**config.mk**
```make
export PLATFORM = sky130hd
export DESIGN_NAME = axi4_lite_wr_manager
export DESIGN_NICKNAME = d
export VERILOG_FILES = /design/src/rtl/axi4_lite_wr_manager.sv
export SDC_FILE = /design/constraint.sdc
export NUM_CORES = 1
export LEC_CHECK = 0
export CORE_MARGIN = 5
export CORE_UTILIZATION = 50
export DETAILED_ROUTE_END_ITERATION = 10
export DONT_BUFFER_PORTS = 1
export GPL_TIMING_DRIVEN = 1
export REMOVE_ABC_BUFFERS = 1
export SLEW_MARGIN = 40
export SYNTH_ARGS = -nofsm -noshare
export SYNTH_HDL_FRONTEND = slang
export SYNTH_SLANG_ARGS = --single-unit
```
**constraint.sdc**
```tcl
create_clock -name aclk -period 6.63 [get_ports aclk]
set_input_delay 1.326 -clock aclk [delete_from_list [all_inputs] [get_ports aclk]]
set_output_delay 1.326 -clock aclk [all_outputs]
set_load 0.005 [all_outputs]
```
**src/rtl/axi4_lite_wr_manager.sv**
```systemverilog
// axi4_lite_wr_manager: single-outstanding AXI4-Lite write manager (local cmd/rsp ports to AW/W/B).
// Optional B-channel timeout is built when AXI_WR_TIMEOUT_EN is defined.
module axi4_lite_wr_manager #(
    parameter int DATA_WIDTH     = 32,
    parameter int ADDR_WIDTH     = 32,
    parameter int TIMEOUT_CYCLES = 256
) (
    input  logic                    aclk,
    input  logic                    areset,
    input  logic                    cmd_valid,
    output logic                    cmd_ready,
    input  logic [ADDR_WIDTH-1:0]   cmd_addr,
    input  logic [DATA_WIDTH-1:0]   cmd_data,
    input  logic [DATA_WIDTH/8-1:0] cmd_strb,
    output logic                    rsp_valid,
    input  logic                    rsp_ready,
    output logic [1:0]              rsp_resp,
    output logic                    rsp_timeout,
    output logic [7:0]              err_count,
    output logic                    busy,
    output logic                    awvalid,
    input  logic                    awready,
    output logic [ADDR_WIDTH-1:0]   awaddr,
    output logic [2:0]              awprot,
    output logic                    wvalid,
    input  logic                    wready,
    output logic [DATA_WIDTH-1:0]   wdata,
    output logic [DATA_WIDTH/8-1:0] wstrb,
    input  logic                    bvalid,
    output logic                    bready,
    input  logic [1:0]              bresp
);
    typedef enum logic [1:0] {IDLE, SEND, WAIT_B, RSP} state_t;

    if (!(DATA_WIDTH == 32 || DATA_WIDTH == 64) || TIMEOUT_CYCLES < 2) begin : g_param_check
        $error("axi4_lite_wr_manager: unsupported DATA_WIDTH or TIMEOUT_CYCLES");
    end

    state_t                    state_q, state_d;
    logic                      awvalid_q, awvalid_d;
    logic                      wvalid_q, wvalid_d;
    logic                      bready_q, bready_d;
    logic                      rsp_valid_q, rsp_valid_d;
    logic [1:0]                rsp_resp_q, rsp_resp_d;
    logic [7:0]                err_count_q, err_count_d;
    logic [ADDR_WIDTH-1:0]     awaddr_q, awaddr_d;
    logic [DATA_WIDTH-1:0]     wdata_q, wdata_d;
    logic [DATA_WIDTH/8-1:0]   wstrb_q, wstrb_d;
    logic                      b_hs;
    logic                      expired;
    logic                      timeout_fire;

`ifdef AXI_WR_TIMEOUT_EN
    localparam int TW = $clog2(TIMEOUT_CYCLES);
    localparam logic [TW-1:0] T_LAST = TW'(TIMEOUT_CYCLES - 1);
    logic [TW-1:0] tmr_q, tmr_d;
    logic          rsp_timeout_q, rsp_timeout_d;

    assign expired = (tmr_q == T_LAST);

    always_comb begin
        tmr_d         = (state_q == WAIT_B) ? tmr_q + 1'b1 : '0;
        rsp_timeout_d = timeout_fire | (rsp_timeout_q & (state_q == RSP) & ~rsp_ready);
    end

    always_ff @(posedge aclk or posedge areset) begin
        if (areset) begin
            tmr_q         <= '0;
            rsp_timeout_q <= 1'b0;
        end else begin
            tmr_q         <= tmr_d;
            rsp_timeout_q <= rsp_timeout_d;
        end
    end

    assign rsp_timeout = rsp_timeout_q;
`else
    assign expired     = 1'b0;
    assign rsp_timeout = 1'b0;
`endif

    assign b_hs         = bvalid & bready_q;
    assign timeout_fire = (state_q == WAIT_B) & ~b_hs & expired;

    always_comb begin
        state_d     = state_q;
        awvalid_d   = awvalid_q;
        wvalid_d    = wvalid_q;
        bready_d    = bready_q;
        rsp_valid_d = rsp_valid_q;
        rsp_resp_d  = rsp_resp_q;
        awaddr_d    = awaddr_q;
        wdata_d     = wdata_q;
        wstrb_d     = wstrb_q;
        err_count_d = err_count_q;
        case (state_q)
            IDLE: if (cmd_valid) begin
                awaddr_d  = cmd_addr;
                wdata_d   = cmd_data;
                wstrb_d   = cmd_strb;
                awvalid_d = 1'b1;
                wvalid_d  = 1'b1;
                state_d   = SEND;
            end
            SEND: begin
                awvalid_d = awvalid_q & ~awready;
                wvalid_d  = wvalid_q & ~wready;
                if (!awvalid_d && !wvalid_d) begin
                    bready_d = 1'b1;
                    state_d  = WAIT_B;
                end
            end
            WAIT_B: if (b_hs || expired) begin
                // a real response in the expiry cycle takes priority over the timeout
                bready_d    = 1'b0;
                rsp_valid_d = 1'b1;
                rsp_resp_d  = b_hs ? bresp : 2'b10;
                state_d     = RSP;
            end
            RSP: if (rsp_ready) begin
                rsp_valid_d = 1'b0;
                state_d     = IDLE;
            end
            default: state_d = IDLE;
        endcase
        if (state_q == WAIT_B && state_d == RSP && rsp_resp_d != 2'b00 && err_count_q != 8'hFF)
            err_count_d = err_count_q + 8'd1;
    end

    always_ff @(posedge aclk or posedge areset) begin
        if (areset) begin
            state_q     <= IDLE;
            awvalid_q   <= 1'b0;
            wvalid_q    <= 1'b0;
            bready_q    <= 1'b0;
            rsp_valid_q <= 1'b0;
            rsp_resp_q  <= 2'b00;
            err_count_q <= 8'd0;
            awaddr_q    <= '0;
            wdata_q     <= '0;
            wstrb_q     <= '0;
        end else begin
            state_q     <= state_d;
            awvalid_q   <= awvalid_d;
            wvalid_q    <= wvalid_d;
            bready_q    <= bready_d;
            rsp_valid_q <= rsp_valid_d;
            rsp_resp_q  <= rsp_resp_d;
            err_count_q <= err_count_d;
            awaddr_q    <= awaddr_d;
            wdata_q     <= wdata_d;
            wstrb_q     <= wstrb_d;
        end
    end

    assign cmd_ready = (state_q == IDLE);
    assign busy      = (state_q != IDLE);
    assign awvalid   = awvalid_q;
    assign awaddr    = awaddr_q;
    assign awprot    = 3'b000;
    assign wvalid    = wvalid_q;
    assign wdata     = wdata_q;
    assign wstrb     = wstrb_q;
    assign bready    = bready_q;
    assign rsp_valid = rsp_valid_q;
    assign rsp_resp  = rsp_resp_q;
    assign err_count = err_count_q;
endmodule

```
==> results.json <==
{
  "status": "complete, no violations",
  "antennaDiodeCount": 0,
  "final.min_clock_period_ps": 2550,
  "slew_violations": 0,
  "clk_pin_slew_ps": 70,
  "fin_area_um2": 3670,
  "area_delta_synth_final_pct": 5.76,
  "arrival_ps": 1220,
  "ys_seq_area_share_pct": 60.5,
  "grt.met3_usage_pct": 7.96,
  "cp_data_required_time_ps": 5300,
  "dpl.hpwl_um": 5190,
  "power_density_nw_per_um2": 484,
  "fin_tns_setup_ps": 0,
  "clock_skew_ps": 6.29,
  "cts_tree": "done",
  "clk_path_buf_depth": 2,
  "drc": 0,
  "wirelength_um": 6940,
  "use_met1_pct": 15.3,
  "postCtsSetupBuffers": 0,
  "crit_family": "flip-flops",
  "post_cts_resized": 0,
  "relSlewSlack_pct": 56.9,
  "placed_area_um2": 3490,
  "fin_util_pct": 54.1,
  "worst-path-stages": 2,
  "ys_warn_count": 0,
  "grt_start_max_net_pins": 85,
  "p_leak_uw": 0.00160,
  "numPortBuffers": 0,
  "grt_pass1_vias": 1993,
  "drt-pass1-iter-count": 4,
  "root_buffer": "clkbuf_8",
  "tightest_slew_ps": 647,
  "holdPathStages": 1,
  "grt_usage_pct": 15.9,
  "htreeDepth": 3,
  "netlist_area_um2": 3470,
  "drt_iter0_drc": 35,
  "synth_area_leaders": "dfrtp_1 60%, mux2_2 17%, mux2_4 8.6%",
  "postSynthCellCount": 228,
  "numClockSinks": 84,
  "cts_buffers": 9,
  "worst-setup-path-type": "flip-flop to output port",
  "max_stage_delay_ps": 510,
  "crit_path_end_kind": "output port",
  "drive_gt1_share_pct": 39.5,
  "vias": 1811,
  "hold_viol_final": 0,
  "synth_area_per_cell_um2": 15.2,
  "crit_buf_inv": 1,
  "layout.cells.most_common": "dfrtp_1",
  "ioPinCount": 165,
  "routed_via_density": 5.50,
  "setup_ws_ps": 4080,
  "hold_buffers": 0,
  "die_w_um": 93.4,
  "die_h_um": 93.4,
  "fin_crit_sh_pct": 38.5,
  "core_um2": 6790,
  "hold_class": "flip-flop to flip-flop",
  "grtUsageMet2_pct": 28.0,
  "cap_violations": 0,
  "cp_max_fo": 12,
  "synth.top_cell.area_share_pct": 60.5,
  "initial_utilization_pct": 51.1,
  "ys_types": 34,
  "vdd_drop_max_v": 0.000258,
  "setup_viol": 0,
  "nNetsFinal": 308,
  "busiest_layer": "met2",
  "ys_ff_latch": 84,
  "fill_cells": 566,
  "path_cells": "or2_4 -> inv_2",
  "whs_ps": 544,
  "rsz0062_at_grt": "false",
  "ant_nets": 0,
  "slowest_stage": "dfrtp_1",
  "crit_path_start_kind": "flip-flop",
  "yosys.area.top_type": "dfrtp_1",
  "grt_antenna_before_repair": 1,
  "wl_per_cell_um": 21.1,
  "die_area_um2": 8720,
  "std_cell_rows": 30,
  "grt_overflow_total": 0,
  "final_cell_mix": "84 x dfrtp_1, 52 x mux2_2, 20 x mux2_4, 10 x clkbuf_8",
  "grt_pass1_wl_um": 10600,
  "reg2reg_depth": 5,
  "dpl_worst_slack_ps": 4050,
  "max_freq_mhz": 392,
  "clk_latency_ps": 330,
  "gp_congestion": 0.772
}
## cell families (layout without fill, tap and decap cells)
logic type / Yosys count / after routing / synth area share [%]
buffers and inverters: 21 / 23 / 4.97
multiplexers: 73 / 73 / 25.8
AND/OR/NAND/NOR: 27 / 27 / 4.18
flip-flops: 84 / 84 / 60.5
XOR/XNOR: 4 / 4 / 1.01
adder cells (fa/ha/maj): 1 / 1 / 0.360
other: 1 / 4 / 0.108
AO/OA/AOI/OAI: 17 / 17 / 3.10
## per-stage QoR
step	power, uW	instances
finish	1780	329
global route	1890	329
CTS	1810	329
detailed placement	1470	315
global placement	1420	314
floorplan	1320	217
## Yosys cell counts (all sizes together)
master / instances
nand4b: 1
xor2: 1
mux2: 72
buf: 13
a211oi: 1
a21oi: 1
xnor2: 3
o221ai: 1
o31a: 1
dfrtp: 84
mux2i: 1
nand2: 6
conb: 1
nor3: 1
and2: 1
ha: 1
nand4: 1
o21ai: 6
a22oi: 1
clkbuf: 1
nor2: 6
o22ai: 2
o31ai: 1
a31oi: 2
inv: 7
or2: 1
nand3: 6
nor2b: 3
a21o: 1
and4: 1
## sequential cells by signal (all words and copies together) (netlist names)
signal / cells
awvalid: 1
rsp_resp: 2
wstrb: 4
wdata: 32
rsp_valid: 1
awaddr: 32
err_count: 8
wvalid: 1
state_q: 2
bready: 1
## layer usage
metal / up-vias / routed length [um]
met5: - / 20
met3: 16 / 840
met1: 908 / 2260
met4: 2 / 136
li1: 787 / -
met2: 98 / 3680
## report_power, final
| part | switching, uW | internal [uW] | total [uW] |
|---|---|---|---|
| registers | 228 | 759 | 986 |
| clock network | 165 | 170 | 335 |
| logic | 160 | 298 | 458 |
| total | 553 | 1230 | 1780 |
## area by class of cell
cell class / count / area (um^2) / share of cell area [%]
sequential: 84 / 2100 / 57.2
clock inverter: 4 / 52.6 / 1.43
clock buffer: 10 / 128 / 3.47
inverter: 7 / 27.5 / 0.749
timing repair buffer: 2 / 33.8 / 0.919
tap: 96 / 120 / 3.27
multi-input combinational: 126 / 1210 / 33.0
## worst register-to-register path, delay by kind of cell (launching register included)
kind,cells,cell delay [ps]
buffers and inverters,2,380
flip-flops,1,510
multiplexers,1,390
AND/OR/NAND/NOR,2,750
## final timing paths
path / slack, ps / start / end
max: 4080 / state_q[1] / cmd_ready
min: 540 / awaddr[29] / awaddr[29]
max reg2reg: 4500 / state_q[1] / awaddr[7]
min reg2reg: 540 / awaddr[29] / awaddr[29]
max in group asynchronous: 5120 / areset / wdata[30]
min in group asynchronous: 1040 / areset / wdata[28]
Power figures use the tool's default switching activity.
